$ cat config.mk
export PLATFORM = sky130hd
export DESIGN_NAME = uart_tx
export DESIGN_NICKNAME = d
export VERILOG_FILES = /design/src/rtl/uart_tx.sv
export SDC_FILE = /design/constraint.sdc
export NUM_CORES = 1
export LEC_CHECK = 0
export BUFFER_PORTS_ARGS = -buffer_cell sky130_fd_sc_hd__buf_2
export CAP_MARGIN = 0
export CORE_MARGIN = 2
export CORE_UTILIZATION = 30
export CTS_CLUSTER_DIAMETER = 60
export DETAILED_ROUTE_END_ITERATION = 6
export GPL_TIMING_DRIVEN = 0
export PLACE_DENSITY_LB_ADDON = 0.12
export SYNTH_ARGS = -nofsm -noshare
export SYNTH_HDL_FRONTEND = slang
export SYNTH_SLANG_ARGS = --single-unit
$ cat constraint.sdc
create_clock -name clk -period 3.48 [get_ports clk]
set_clock_uncertainty 0.2 [all_clocks]
set_input_delay 0.348 -clock clk [delete_from_list [all_inputs] [get_ports clk]]
set_output_delay 0.348 -clock clk [all_outputs]
set_load 0.02 [all_outputs]
$ cat src/rtl/uart_tx.sv
// 8N1 serial transmitter with a build-time cycles-per-bit divider; ready is high only while idle.
// Define UART_TX_PARITY_EN to insert an even-parity bit (8E1 frame).
module uart_tx #(
  parameter int unsigned BAUD = 434
) (
  input  logic       clk,
  input  logic       rst,
  input  logic [7:0] data,
  input  logic       start,
  output logic       ready,
  output logic       tx
);

  // state  | meaning
  // IDLE   | line high, ready high, waiting for start
  // START  | start bit (tx=0)
  // DATA   | data bit idx, LSB first
  // PARITY | even parity of the latched byte (only with UART_TX_PARITY_EN)
  // STOP   | stop bit (tx=1); ready rises when it ends
  typedef enum logic [2:0] {
    IDLE,
    START,
    DATA,
`ifdef UART_TX_PARITY_EN
    PARITY,
`endif
    STOP
  } state_t;

  localparam int CW = (BAUD > 1) ? $clog2(BAUD) : 1;
  localparam logic [CW-1:0] CNT_MAX = CW'(BAUD - 1);

  state_t        state, state_nx;
  logic [CW-1:0] cnt, cnt_nx;
  logic [2:0]    idx, idx_nx;
  logic [7:0]    sh, sh_nx;
  logic          tx_nx, ready_nx;
  logic          last;

  always_ff @(posedge clk or negedge rst) begin
    if (!rst) begin
      state <= IDLE;
      cnt   <= '0;
      idx   <= '0;
      sh    <= '0;
      tx    <= 1'b1;
      ready <= 1'b1;
    end else begin
      state <= state_nx;
      cnt   <= cnt_nx;
      idx   <= idx_nx;
      sh    <= sh_nx;
      tx    <= tx_nx;
      ready <= ready_nx;
    end
  end

  // tx and ready are computed one edge ahead so both leave the flops directly.
  always_comb begin
    state_nx = state;
    cnt_nx   = cnt;
    idx_nx   = idx;
    sh_nx    = sh;
    tx_nx    = tx;
    ready_nx = ready;
    last     = (cnt == CNT_MAX);

    if (state != IDLE) cnt_nx = last ? '0 : cnt + 1'b1;

    case (state)
      IDLE: begin
        if (start) begin
          sh_nx    = data;
          cnt_nx   = '0;
          state_nx = START;
          tx_nx    = 1'b0;
          ready_nx = 1'b0;
        end
      end
      START: begin
        if (last) begin
          state_nx = DATA;
          idx_nx   = '0;
          tx_nx    = sh[0];
        end
      end
      DATA: begin
        if (last) begin
          if (idx == 3'd7) begin
`ifdef UART_TX_PARITY_EN
            state_nx = PARITY;
            tx_nx    = ^sh;
`else
            state_nx = STOP;
            tx_nx    = 1'b1;
`endif
          end else begin
            idx_nx = idx + 3'd1;
            tx_nx  = sh[idx + 3'd1];
          end
        end
      end
`ifdef UART_TX_PARITY_EN
      PARITY: begin
        if (last) begin
          state_nx = STOP;
          tx_nx    = 1'b1;
        end
      end
`endif
      STOP: begin
        if (last) begin
          state_nx = IDLE;
          ready_nx = 1'b1;
        end
      end
      default: begin
        state_nx = IDLE;
        tx_nx    = 1'b1;
        ready_nx = 1'b1;
      end
    endcase
  end

endmodule

== Yosys cells after proc, flatten, opt, wreduce, memory -nomap -nowiden ==
Index checks and enable logic that the tools add are counted.
Storage, ports and cells
  register bits: 25
  input bits: 11
  output and inout port bits: 2
Cells by class
  $add $sub $neg: 2
  magnitude comparators: 1
  equal/unequal tests: 11
  muxes and demuxes: 22
  bitwise logic cells: 2
  reduce and logical (&&, ||, !) cells: 9
Operators by type and width (count)
  $mux W9: 4
  $mux W3: 7
  $ne A2 B2 Y1 const B: 6
  $pmux W3 S4: 1
  $add A9 B1 Y9 const B: 1
  $eq A9 B9 Y1 const B: 1
  $reduce_and A4 Y1: 2
  $eq A3 B2 Y1 const B: 2
  $mux W1: 6
  $pmux W3 S2: 1
  $reduce_and A5 Y1: 1
  $lt A3 B4 Y1 const B: 1
  $pmux W1 S4: 1
  $add A3 B1 Y3 const B: 1
  $bmux W1 S3: 1
  $eq A3 B1 Y1 const B: 1
  $eq A3 B3 Y1 const B: 1
  $logic_not A3 Y1: 1
  $pmux W1 S3: 1
  $reduce_and A3 Y1: 1
  $reduce_bool A3 Y1: 1
  $not A1 Y1: 2
  $reduce_and A2 Y1: 1
  $reduce_bool A2 Y1: 1
  $reduce_or A2 Y1: 1

== Longest topological paths before layout ==
  depth in word-level cells: 6
  depth in mapped cells: 7
  gate-level depth less buffers: 6

== Least setup slack after synthesis ==
No wires, ideal clock.
  path type: flip-flop to flip-flop
  from: reg state[0]
  to: reg state[1]
  data arrival time: 1.745 ns
  slack: 1.410 ns
  stages on the path, launching flop included: 6
  path through: dfrtp_1 inv_1 ha_1 or3_1 a221oi_4 mux2_4
On the way
  longest elaborated chain between the ends: 3
  elaborated cells between the ends (all ways): 11
  those cells by class: 8 x eq/ne; 1 x mux; 2 x reduce/logical
RTL lines
  start: declaration: RTL line 33  | state_t state, state_nx;
  start signal: assignment: RTL line 49  | state <= state_nx;
  $eq A3 B2 Y1 (tied with other cells): RTL line 70  | case (state)
  $ne A2 B2 Y1 (no line)
  $reduce_and A5 Y1 (no line)
Several ways; a longest one is shown, not always the timed one.
A chain may end at the register's enable or synchronous reset.

== Worst setup path after layout ==
  from: reg cnt[1]
  to: reg state[1]
On the way
  longest elaborated chain between the ends: 3
  elaborated cells between the ends (all ways): 5
  those cells by class: 4 x eq/ne; 1 x reduce/logical
RTL lines
  start: declaration: RTL line 34  | logic [CW-1:0] cnt, cnt_nx;
  start signal: assignment: RTL line 50  | cnt <= cnt_nx;
  $eq A9 B9 Y1 (*): RTL line 66  | last = (cnt == CNT_MAX);
  $ne A2 B2 Y1 (no line)
  $reduce_and A5 Y1 (no line) (*)
Mark *: on every way between the ends. The rest lies on a longest branch, timed or not.

==> metrics.csv <==
metric;value;unit
status;completed;
FF-to-FF setup slack;1.23;ns
initial antenna violation count;0;
Final Wtd Congestion;0.7661;
number of max-cap violations;0;
die height;71.95;um
Seq. cell area;603.1;um^2
Hold Crit Class;in2reg;
Max transition margin;56.69;%
Max VDD drop;0.1057;mV
share of layout cells above drive strength 1;25.69;%
clk_lat worst skew;0.26;ns
first-pass GRT wire length;4754;um
final net count;165;
post-synthesis cell type count;36;
Root Driver;clkbuf_8;
clock-pin slew on the worst setup and hold paths;0.09;ns
RSZ-0062 raised after global routing;no;
CORE AREA;0.004414;mm^2
Die X;71.95;um
die area;0.005176;mm^2
Final Hold Fails;0;
Mapped Nets;147;
CP bufs+invs;2;
yosys warns;0;
worst path cell trace;inv_1 > ha_1 > and4_1 > clkbuf_1 > nand2_4 > a221oi_4 > mux2_4;
vias per cell;4.964;
Global Route Usage Sum;11.43;%
max-slew violation count;0;
sequential element share of the synthesized area;43.54;%
crit path launch type;flop;
postcts setup bufs;0;
multi-input logic area;735.7;um^2
top_reg_cell synth;dfrtp_1;
hpwl dp;2012;um
CTS max path bufs;2;
# IOs;13;
maximum operating frequency;444.6;MHz
Final Util;35.46;%
crit path time final;2.249;ns
Worst Max-Slew Pin Slew;0.6469;ns
# clock sinks;24;
power after layout;464.9;uW
Crit Path Max Fanout;9;
Initial Util;31.38;%
Post-synth ARST share;100.0;%
flops & latches, synth;24;
Num CTS Buffers;3;
Setup CP Type;reg2reg;
CTS H-tree depth;1;
Core Rows;24;
total power divided by cell area;297.0;mW/mm^2
Critical-path top delay cell;dfrtp_1;
hold_buf cts;1;
CP Data Required Time;3.44;ns
final WL;2692;um
largest net degree at the start of global routing;25;
GRT overflow;0;
DR vias;973;
Crit. End Element;flop;
setup TNS;0;ns
EDFF count, synth;0;
Tcrit/Tclk final;64.63;%
initial DRC count;50;
WP data arrival;2.20;ns
PostCTS Resize Cnt;0;
first-pass iteration count of the detailed router;4;
final setup vio count;0;
number of global-route vias before repair;987;
P&R area growth vs syn;13.01;%
WL per Instance;13.73;um
Synth Instances;127;
n_diodes;0;
Port Buffers;12;
worst stage delay on the critical path;0.44;ns
leakage;0.7062;nW
mapped cell area;0.001385;mm^2
CP delay by family, top;buffers and inverters;
CTS tree;built;
Post-DRT Antenna Nets;0;
Residual DRC;0;
Synth Area per Inst;10.91;um^2
fill count;438;
-- synthesized netlist by cell type, types with 2 or more instances --
| master | count | share of area (%) |
|---|---|---|
| a211oi_1 | 3 | 1.6 |
| a21oi_1 | 5 | 1.8 |
| a22o_1 | 4 | 2.5 |
| clkbuf_1 | 2 | 0.54 |
| dfrtp_1 | 22 | 40 |
| dfstp_2 | 2 | 3.8 |
| ha_1 | 9 | 8.1 |
| inv_1 | 9 | 2.4 |
| mux2_2 | 9 | 7.3 |
| mux2i_1 | 2 | 1.4 |
| mux4_2 | 2 | 3.3 |
| nand2_1 | 11 | 3.0 |
| nand3_1 | 6 | 2.2 |
| nand4_1 | 2 | 0.90 |
| nor2_1 | 2 | 0.54 |
| o21ai_0 | 11 | 4.0 |
| o22ai_1 | 2 | 0.90 |
| o31ai_1 | 2 | 1.1 |
| or2_2 | 3 | 1.4 |
| or3_1 | 3 | 1.4 |
-- worst paths after layout --
check	from	endpoint	cells after the start
setup reg to reg	cnt[1]	state[1]	7
setup / recovery	cnt[1]	state[1]	7
max in group asynchronous	rst	ready	2
hold reg to reg	ready	ready	2
hold / removal	data[4]	sh[4]	2
min in group asynchronous	rst	sh[4]	2
-- registers in the layout, summed over array words and instances, names as in the netlist --
signal / count
state: 2
tx: 1
idx: 3
cnt: 9
sh: 8
ready: 1
-- metrics by stage --
step                      worst slack (ns)  hold WS (ns)  instances  instance area [um^2]
final                                1.231        0.1085        196                  1565
after global placement               1.238        0.1748        191                  1510
after floorplan                      1.410       -0.1476        127                  1385
after detailed placement             1.230        0.1812        191                  1510
after CTS                            1.207        0.1044        196                  1565
after global routing                 1.082        0.1051        196                  1565
-- layout make-up --
| class | count | area share, % |
|---|---|---|
| multi-input combinational | 91 | 47.00 |
| tap | 52 | 4.157 |
| sequential | 24 | 38.53 |
| timing repair buffer | 13 | 4.476 |
| buffer | 3 | 0.7994 |
| inverter | 9 | 2.158 |
| clock buffer | 4 | 2.878 |
-- cells by family after synthesis --
group | count (synthesis) | synth area share (%)
flip-flops | 24 | 43.54
adder cells (fa/ha/maj) | 9 | 8.130
AND/OR/NAND/NOR | 34 | 14.36
buffers and inverters | 12 | 3.342
multiplexers | 14 | 13.10
AO/OA/AOI/OAI | 34 | 17.52
-- report_power, final --
group / total, mW / switching, mW / internal, mW
combinational: 0.0121 / 0.00732 / 0.00476
clock: 0.174 / 0.0923 / 0.0818
sequential: 0.279 / 0 / 0.279
-- worst reg2reg max path, stage by stage (launching register included) --
cell      delay [ns]
dfrtp_1         0.44
inv_1           0.08
ha_1            0.12
and4_1          0.15
clkbuf_1        0.39
nand2_4         0.12
a221oi_4        0.31
mux2_4          0.33
-- metal layers --
layer / global-route usage [%] / part of all wire [%]
met5: 0 / 0
met4: 4.193 / 0.93
met3: 2.083 / 2.1
met2: 17.18 / 45
met1: 16.49 / 52
-- placed cells by master (no fill, tap or decap), types with 2 or more instances in the layout --
| master | netlist | layout |
|---|---|---|
| or2_2 | 3 | 3 |
| ha_1 | 9 | 9 |
| o31ai_1 | 2 | 2 |
| nand3_1 | 6 | 6 |
| nor2_1 | 2 | 2 |
| mux4_2 | 2 | 2 |
| o22ai_1 | 2 | 2 |
| a22o_1 | 4 | 4 |
| o21ai_0 | 11 | 11 |
| mux2_2 | 9 | 9 |
| mux2i_1 | 2 | 2 |
| clkbuf_1 | 2 | 3 |
| a21oi_1 | 5 | 5 |
| nand4_1 | 2 | 2 |
| inv_1 | 9 | 9 |
| nand2_1 | 11 | 11 |
| buf_2 | 1 | 13 |
| a211oi_1 | 3 | 3 |
| or3_1 | 3 | 3 |
| clkbuf_8 | 0 | 3 |
| dfrtp_1 | 22 | 22 |
| dfstp_2 | 2 | 2 |
Note: power is estimated with default switching activity, not from simulation.
